**src/rtl/serial_add_ctrl.sv**
```systemverilog
// Bit-serial adder/subtractor: one full-adder cell reused over WIDTH cycles, LSB first.
// Operands are latched on start; sum/cout update only on the completion edge.
module serial_add_ctrl #(
  parameter int unsigned WIDTH = 8
) (
  input  logic             clk,
  input  logic             rst_n,
  input  logic             start,
  input  logic             sub,
  input  logic [WIDTH-1:0] a,
  input  logic [WIDTH-1:0] b,
  input  logic             cin,
  output logic             busy,
  output logic             done,
  output logic [WIDTH-1:0] sum,
  output logic             cout
);

  localparam int unsigned CntW = (WIDTH > 1) ? $clog2(WIDTH) : 1;
  localparam logic [CntW-1:0] CntLast = CntW'(WIDTH - 1);

  typedef enum logic [1:0] {StIdle, StRun, StDone} state_e;

  state_e           state_q, state_d;
  logic [WIDTH-1:0] a_sh_q, a_sh_d;
  logic [WIDTH-1:0] b_sh_q, b_sh_d;
  logic [WIDTH-1:0] r_sh_q, r_sh_d;
  logic [WIDTH-1:0] sum_q, sum_d;
  logic [CntW-1:0]  cnt_q, cnt_d;
  logic             carry_q, carry_d;
  logic             cout_q, cout_d;
  logic             fa_bit, fa_carry;

  // The single shared full-adder cell.
  assign {fa_carry, fa_bit} = {1'b0, a_sh_q[0]} + {1'b0, b_sh_q[0]} + {1'b0, carry_q};

  always_comb begin
    state_d = state_q;
    a_sh_d  = a_sh_q;
    b_sh_d  = b_sh_q;
    r_sh_d  = r_sh_q;
    sum_d   = sum_q;
    cnt_d   = cnt_q;
    carry_d = carry_q;
    cout_d  = cout_q;
    case (state_q)
      StIdle: begin
        if (start) begin
          // Subtract as a + ~b + ~cin so borrow-in maps onto carry-in.
          a_sh_d  = a;
          b_sh_d  = sub ? ~b : b;
          carry_d = sub ? ~cin : cin;
          cnt_d   = '0;
          state_d = StRun;
        end
      end
      StRun: begin
        a_sh_d  = a_sh_q >> 1;
        b_sh_d  = b_sh_q >> 1;
        r_sh_d  = {fa_bit, r_sh_q[WIDTH-1:1]};
        carry_d = fa_carry;
        cnt_d   = cnt_q + CntW'(1);
        if (cnt_q == CntLast) begin
          sum_d   = {fa_bit, r_sh_q[WIDTH-1:1]};
          cout_d  = fa_carry;
          state_d = StDone;
        end
      end
      StDone:  state_d = StIdle;
      default: state_d = StIdle;
    endcase
  end

  always_ff @(posedge clk or negedge rst_n) begin
    if (!rst_n) begin
      state_q <= StIdle;
      a_sh_q  <= '0;
      b_sh_q  <= '0;
      r_sh_q  <= '0;
      sum_q   <= '0;
      cnt_q   <= '0;
      carry_q <= 1'b0;
      cout_q  <= 1'b0;
    end else begin
      state_q <= state_d;
      a_sh_q  <= a_sh_d;
      b_sh_q  <= b_sh_d;
      r_sh_q  <= r_sh_d;
      sum_q   <= sum_d;
      cnt_q   <= cnt_d;
      carry_q <= carry_d;
      cout_q  <= cout_d;
    end
  end

  assign busy = (state_q == StRun);
  assign done = (state_q == StDone);
  assign sum  = sum_q;
  assign cout = cout_q;

endmodule
```
**config.mk**
```make
export PLATFORM = sky130hd
export DESIGN_NAME = serial_add_ctrl
export DESIGN_NICKNAME = d
export VERILOG_FILES = /design/src/rtl/serial_add_ctrl.sv
export SDC_FILE = /design/constraint.sdc
export NUM_CORES = 1
export LEC_CHECK = 0
export ABC_AREA = 1
export BUFFER_PORTS_ARGS = -buffer_cell sky130_fd_sc_hd__buf_2
export CAP_MARGIN = 10
export CORE_ASPECT_RATIO = 0.7
export CORE_MARGIN = 2
export CORE_UTILIZATION = 28
export CTS_CLUSTER_DIAMETER = 40
export DETAILED_ROUTE_END_ITERATION = 10
export GPL_TIMING_DRIVEN = 0
export PLACE_DENSITY_LB_ADDON = 0.05
export SLEW_MARGIN = 0
export SYNTH_ARGS = -nofsm -noshare
export SYNTH_HDL_FRONTEND = slang
export SYNTH_SLANG_ARGS = --single-unit
```
**constraint.sdc**
```tcl
create_clock -name clk -period 1.3 [get_ports clk]
set_input_delay 0.39 -clock clk [delete_from_list [all_inputs] [get_ports clk]]
set_output_delay 0.39 -clock clk [all_outputs]
set_load 0.01 [all_outputs]
```
# [After elaboration in Yosys (flattened, before gate mapping)]
# Cells that the tools add are included.
[word_totals] ram_bits=0 latchBits=0 register_bits=39 mem_count=0 mem_bits_ro=0
[classes] div_mod_pow=0 mul=0 muxes=13 order_cmp=0 shifts=0 n_eq_ne=5 reduce_logical=5 bitwise_logic=2 addsub=3
[ops] cell="case mux 8 bit (2 select lines)" n=2
[ops] cell="2-to-1 mux 8 bit" n=3
[ops] cell="NOT 8 bit" n=1
[ops] cell="case mux 3 bit (2 select lines)" n=1
[ops] cell="AND reduction 2 bit" n=3
[ops] cell="2-to-1 mux 2 bit" n=2
[ops] cell="case mux 2 bit (2 select lines)" n=1
[ops] cell="adder 3 x 1 -> 3 bit, second input constant" n=1
[ops] cell="== test 3 bit, second input constant" n=1
[ops] cell="2-to-1 mux 3 bit" n=1
[ops] cell="adder 1 x 1 -> 2 bit" n=1
[ops] cell="adder 2 x 1 -> 2 bit" n=1
[ops] cell="== test 2 x 1 -> 1 bit, second input constant" n=1
[ops] cell="== test 2 bit, second input constant" n=1
[ops] cell="logical NOT 2 bit" n=1
[ops] cell="2-to-1 mux 1 bit" n=2
[ops] cell="!= test 2 x 1 -> 1 bit, second input constant" n=1
[ops] cell="!= test 2 bit, second input constant" n=1
[ops] cell="case mux 1 bit (2 select lines)" n=1
[ops] cell="nonzero test 2 bit" n=1
[ops] cell="NOT 1 bit" n=1

# [Longest topological paths before layout]
# Gate-level depths: netlist of the first run.
[logic_depth] ltp_word=4 ltp_mapped=6 ltp_nobuf=6

# [Least setup slack after synthesis of the first run]
# OpenSTA, ideal clock, no wires.
[synth_timing] path_type="register to output" start="reg state_q[0]" end="out busy" path_stages_with_launch=4 path_buffers=1 slack_ns=0.078 arrival_time_ns=0.832 required_ns=0.910 cell_sequence="dfrtp_1 inv_2 nor2_4 buf_4"
[synth_via] elab_chain_cells=1
[synth_rtl] item="from (decl)" line_no="24" rtl="state_e state_q, state_d;"
[synth_rtl] item="from (signal assigned)" line_no="76" rtl="state_q <= StIdle;"
[synth_rtl] item="from (signal assigned)" line_no="85" rtl="state_q <= state_d;"
[synth_rtl] item="== test 2 x 1 -> 1 bit" line_no="96" rtl="assign busy = (state_q == StRun);"
[synth_rtl] item="to (decl)" line_no="13" rtl="output logic busy,"
# No other way between the ends.

# [Worst setup path in the final report of the first run]
[layout_timing] start="reg state_q[1]" end="out busy"
# Same word-level chain as after synthesis.

==> results of run 1 <==
## final timing paths
kind / to / depth (start not counted) / from
hold reg to reg: sum[6] / 2 / sum[6]
setup / recovery: busy / 3 / state_q[1]
max in group asynchronous: a_sh_q[5] / 1 / rst_n
min in group clk: a_sh_q[7] / 3 / a[7]
setup reg to reg: b_sh_q[0] / 6 / state_q[1]
hold / removal: cnt_q[1] / 1 / rst_n
## kinds of logic after synthesis
group	Yosys count
buffers and inverters	30
DFF	38
xor gates and xnor gates	1
adders and majority gates	3
and+or+nand+nor	124
AOI/OAI and AO/OA	16
## report_power, final
group | total (mW) | switching [mW] | internal (mW) | leakage, nW
registers | 1.92 | 0.257 | 1.66 | 0.490
clock network | 0.833 | 0.406 | 0.428 | 0.0482
logic | 1.97 | 1.12 | 0.849 | 0.671
## placed cells by master, fill, tap and decap left out
cell type and n:
clkbuf_8 6, inv_1 19, xor2_1 1, o21ai_2 7, fa_1 1, o21ai_1 1, buf_12 2, buf_4 10
clkinv_2 1, o21ai_0 8, nand2_2 1, nand2_4 2, buf_6 5, ha_1 1, nand3_1 42, buf_2 31
ha_2 1, clkbuf_1 1, nor2_1 1, inv_2 1, dfrtp_1 38, nand2_1 75, nor2_4 3
## critical path: cells and delay by family (launching register included)
family / cells / cell delay (ns)
flops: 1 / 0.42
buf+inv: 2 / 0.21
simple gates: 1 / 0.15
## routing by layer
metal / vias up / wire length, um / GRT usage
li1: 765 / - / -
met1: 676 / 2230 / 0.185
met2: 22 / 1710 / 0.188
met3: 6 / 163 / 0.0395
met4: 0 / 52 / 0.0457
met5: - / 0 / 0
## area by class of cell
type / instances / area [um2]
clock buffers: 7 / 86.3
fillers: 656 / 3920
plain buffers: 10 / 85.1
multi-input cells: 144 / 721
inverters: 20 / 75.1
repair buffers: 38 / 241
clock inverters: 1 / 5.00
well taps: 78 / 97.6
flip-flops and latches: 38 / 951
## sequential cells by signal (all words and copies together) (netlist names)
register  count
a_sh_q        8
b_sh_q        8
carry_q       1
cnt_q         3
cout          1
r_sh_q        7
state_q       2
sum           8
## per-stage QoR
step	hold WS, ns	utilization	worst slack, ns	cells	power (mW)
after CTS	0.249	0.358	-0.149	333	4.72
after detailed placement	0.464	0.327	-0.213	319	3.62
after global placement	0.463	0.327	-0.237	319	3.63
final	0.222	0.366	-0.151	336	4.72
after floorplan	0.0944	-	0.0778	212	3.06
after global routing	0.287	0.366	-0.195	336	5.16
## timing repair
item	CTS	global route
buffers inserted	6	3
setup endpoints to repair	12	36
pin swaps	2	3
gates resized for setup	12	6
==> reports/qor.yml, run 1 <==
synthesis:
  synth_top_cell_area_share: 0.533
  yosysSeqAreaShare: 0.533
  synth_compound_area_frac: 0.0596
  yosys_warnings: 0
  syn_nets: 236
  synth_area_um2: 1780
  avgSynthCellArea_um2: 8.41
  synth_seq_cells: 38
  synth-xor-area-share: 0.00491
  synthMuxAreaShare: 0
  postSynthCellCount: 212
  synth_fa_ha_area_frac: 0.0253
  yosys.area_share.simple: 0.302
  synth_top_family_by_area: "simple AND/OR/NAND/NOR gates"
  yosysMostFrequentCell: "nand2_1"
  synth_edf_count: 0
  ys.flop_type: "dfrtp_1"
  synth_cell_type_count: 17
  synth_common_cells: "nand2_1 (75), nand3_1 (42), dfrtp_1 (38)"
  synthArstFlopShare: 1.00
  yosysTopAreaCell: "dfrtp_1"
  synthTopCellsByArea: "dfrtp_1 (53%), nand2_1 (16%), nand3_1 (12%)"
cts:
  cts_sinks: 38
  clock_latency_ns: 0.29
  cts_buffers: 5
  h-tree-depth: 2
  cts_tree: "done"
  path_clk_slew_ns: 0.07
  cts_root_buf: "clkbuf_8"
  cts_max_path_buffers: 2
  hold_buffers: 0
run_status:
  violations: "negative setup slack"
  status: "complete, but fails checks"
pwr:
  power.leakage_nw: 1.21
  peakVddDrop_v: 0.000504
  p_per_area_nw_per_um2: 2090
layout:
  design_area_um2: 2260
  diodes: 0
  area_growth_syn_to_layout_pct: 26.9
  layout.nets: 281
  drive_gt1_frac: 0.271
global_route:
  grt_pass1_wl_mm: 7.09
  grt_start_max_net_pins: 39
  grt_usage: 0.130
  antenna_found_initial: 0
  grt_overflow: 0
  grt_pass1_vias: 1447
routing:
  drt_iter0_markers: 29
  num_vias: 1469
  antenna_left: 0
  routed_wl_mm: 4.16
  drc: 0
  viasPerCell: 4.37
  firstDrtPassIters: 4
  wl_per_cell_um: 12.4
setup_path:
  path_class: "reg -> out"
  rrSetupSlack_ns: 0.03
  path_cells: "nor2_4 > buf_6 > buf_6"
  endpoint_kind: "output port"
  critPathArrivalTime_ns: 1.06
  cp.required_ns: 0.91
  path_max_fanout: 3
  worstSetupStartpointType: "register"
  slowest_stage: "dfrtp_1"
  max_stage_delay_ns: 0.42
  timing.critical_path.mode_cell: "buf_6"
timing:
  worst_slack_ns: -0.151
  clock-skew-final_ns: 0.00440
  tightest_slew_ns: 0.887
  hold_viol_final: 0
  slew_headroom: 0.408
  finalSetupTns_ns: -0.294
  setup_violations: 2
  maxSlewViolCount: 0
  fin_crit_sh: 1.12
  rsz0062_at_grt: "yes"
  max_freq_mhz: 689
  final.min_clock_period_ns: 1.45
die:
  initial_core_util: 0.288
  dieArea_um2: 7030
  die_y_um: 70.8
  pin_count: 32
  rows: 24
  core_area_um2: 6190
  fp.dieW_um: 99.4
run:
  drv_cap: 0
worst_hold_path:
  hp-class: "in -> async"
place:
  numPortBuffers: 29
  dp_hpwl_mm: 2.85
  placed_area_um2: 2030
  place.gp.congestion: 0.730
Power figures use the tool's default switching activity.
==> run 2: changes to the inputs <==
--- a/config.mk
+++ b/config.mk
@@ -8,13 +8,13 @@
 export ABC_AREA = 1
 export BUFFER_PORTS_ARGS = -buffer_cell sky130_fd_sc_hd__buf_2
 export CAP_MARGIN = 10
-export CORE_ASPECT_RATIO = 0.7
+export CORE_ASPECT_RATIO = 1.4
 export CORE_MARGIN = 2
 export CORE_UTILIZATION = 28
 export CTS_CLUSTER_DIAMETER = 40
 export DETAILED_ROUTE_END_ITERATION = 10
 export GPL_TIMING_DRIVEN = 0
-export PLACE_DENSITY_LB_ADDON = 0.05
+export PLACE_DENSITY_LB_ADDON = 0.25
 export SLEW_MARGIN = 0
 export SYNTH_ARGS = -nofsm -noshare
 export SYNTH_HDL_FRONTEND = slang
==> constraint.sdc (replaced) <==
create_clock -name clk -period 1.3 [get_ports clk]
set_input_delay 0 -clock clk [delete_from_list [all_inputs] [get_ports clk]]
set_output_delay 0 -clock clk [all_outputs]
set_load 0.01 [all_outputs]
==> run 2 against run 1 <==
  * The flow now finishes without violations
  * Global-route usage fell by 0.44 points
  * Die area barely moved
  * Sequential power hardly changed
  * Register-to-register slack better by 0.03 ns
  * Sequential share of layout area is 1.2 points lower
  * Maximum frequency grew 17%
  * Final area grew 2.9%
  * Clock skew is 0.0074 ns higher
  * First-iteration DRC count increased by 120%
  * Total power is 1.2% higher
  * Critical path depth is the same
  * Setup slack improved by 0.21 ns
==> reports/qor.yml, run 2 (synthesis gave the netlist of run 1 again) <==
layout:
  fin_cells: 338  # was 336
  final_common_cell: "nand2_1"  # unchanged
  final_util: 0.377  # was 0.366
  design_area_um2: 2330  # was 2260 um2
  layout.nets: 289  # was 281
  area_growth_syn_to_layout_pct: 30.6  # was 26.9%
  drive_gt1_frac: 0.256  # was 0.271
  final_cell_mix: "nand2_1 (75), nand3_1 (42), dfrtp_1 (38)"  # unchanged
  diodes: 0  # unchanged
timing:
  maxSlewViolCount: 0  # unchanged
  max_freq_mhz: 809  # was 689 MHz
  tightest_slew_ns: 0.869  # was 0.887 ns
  setup_violations: 0  # was 2
  rsz0062_at_grt: "yes"  # unchanged
  finalSetupTns_ns: 0  # was -0.294 ns
  slew_headroom: 0.421  # was 0.408
  hold_slack_ns: 0.0117  # was 0.222 ns
  hold_viol_final: 0  # unchanged
  fin_crit_sh: 0.951  # was 1.12
  clock-skew-final_ns: 0.0118  # was 0.00440 ns
  final.min_clock_period_ns: 1.24  # was 1.45 ns
place:
  placed_area_um2: 2020  # was 2030 um2
  numPortBuffers: 29  # unchanged
  place.gp.congestion: 0.744  # was 0.730
  dp_hpwl_mm: 2.66  # was 2.85 mm
  post-place-cells: 313  # was 319
run_status:
  status: "finished clean"  # was complete, but fails checks
die:
  core_area_um2: 6170  # was 6190 um2
  die_y_um: 98.4  # was 70.8 um
  dieArea_um2: 7030  # about the same
  initial_core_util: 0.289  # was 0.288
  pin_count: 32  # unchanged
  rows: 34  # was 24
  fp.dieW_um: 71.4  # was 99.4 um
routing:
  viasPerCell: 4.38  # was 4.37
  antenna_left: 0  # unchanged
  firstDrtPassIters: 4  # unchanged
  wl_per_cell_um: 11.7  # was 12.4 um
  num_vias: 1481  # was 1469
  drt_iter0_markers: 64  # was 29
  routed_wl_mm: 3.96  # was 4.16 mm
  drc: 0  # unchanged
worst_hold_path:
  hold_start: "b[1]"
  hp-class: "in -> reg"  # was in -> async
global_route:
  grt_pass1_vias: 1442  # was 1447
  grt_overflow: 0  # unchanged
  grt_start_max_net_pins: 39  # unchanged
  met1_usage: 0.156  # was 0.185
  gr-usage-met3: 0.0286  # was 0.0395
  grt_usage: 0.126  # was 0.130
  grt_pass1_wl_mm: 6.91  # was 7.09 mm
  grt.met2_usage: 0.208  # was 0.188
  busiest_layer: "met2"  # unchanged
  antenna_found_initial: 0  # unchanged
setup_path:
  r2r_end: "r_sh_q[7]"  # was b_sh_q[0]
  path_class: "reg -> reg"  # was reg -> out
  ff2ff_path_depth: 3  # was 6
  worstSetupStartpointType: "register"  # unchanged
  cp.required_ns: 1.51  # was 0.91 ns
  endpoint_kind: "register"  # was output port
  critPathArrivalTime_ns: 1.45  # was 1.06 ns
  path_max_fanout: 2  # was 3
  endpoint: "r_sh_q[7]"  # was busy
  crit_start: "a_sh_q[0]"  # was state_q[1]
  rrSetupSlack_ns: 0.06  # was 0.03 ns
  rr_startpoint: "a_sh_q[0]"  # was state_q[1]
cts:
  cts_max_path_buffers: 2  # unchanged
  path_clk_slew_ns: 0.08  # was 0.07 ns
  cts_sinks: 38  # unchanged
  cts_tree: "done"  # unchanged
  h-tree-depth: 2  # unchanged
  cts_root_buf: "clkbuf_8"  # unchanged
  clock_latency_ns: 0.29  # about the same
  cts_buffers: 5  # unchanged
pwr:
  peakVddDrop_v: 0.000722  # was 0.000504 V
  p_per_area_nw_per_um2: 2050  # was 2090 nW/um2
  power.leakage_nw: 1.24  # was 1.21 nW
run:
  drv_cap: 0  # unchanged
==> run 2: through the flow <==
| step | setup slack, ns | power (mW) |
|---|---|---|
| 2_1_floorplan | 0.109 | 3.06 |
| 3_3_place_gp | -0.0141 | 3.55 |
| 3_5_place_dp | -0.0144 | 3.59 |
| 4_1_cts | 0.0318 | 4.84 |
| 5_1_grt | -0.0176 | 5.21 |
| 6_report | 0.0638 | 4.78 |
==> run 2: what timing repair did <==
item | in CTS | in global routing
buffers inserted | 6 | 1
hold endpoints to repair | 47 | 0
hold buffers | 10 | 0
gates cloned | 1 | 0
endpoints found under the setup margin | 10 | 18
resized for setup | 4 | 4
pin swaps | 2 | 2
==> run 2: layout make-up <==
class,count,area [um2]
inverter,20,75.1
tap,72,90.1
clock buffer,5,68.8
fill,650,3840
clock inverter,3,40.0
multi-input combinational,144,713
timing repair buffer,47,338
sequential,38,951
buffer,9,52.6
==> run 2: worst min-delay path by stage <==
stage	endpoint	slack, ns	cells past startpoint
after floorplan	a_sh_q[0]	-0.30	0
after global placement	a_sh_q[6]	0.17	1
after detailed placement	a_sh_q[6]	0.17	1
after CTS	b_sh_q[1]	0.01	5
after global routing	b_sh_q[3]	0.02	5
final	b_sh_q[1]	0.01	5
==> run 2: worst max-delay path, cell delays in order (launching register included) <==
cell and delay [ns]:
dfrtp_1 0.41, fa_1 0.54, inv_1 0.06, o21ai_0 0.15
==> run 2: power by group <==
part	total, mW	internal (mW)	switching [mW]
Clock	0.998	0.565	0.433
Sequential	1.92	1.66	0.259
Combinational	1.86	0.804	1.05
==> run 2: metal layers <==
metal | vias to the layer above | wire [um]
li1 | 775 | -
met1 | 677 | 1780
met2 | 23 | 1960
met3 | 6 | 139
met4 | 0 | 83
met5 | - | 0
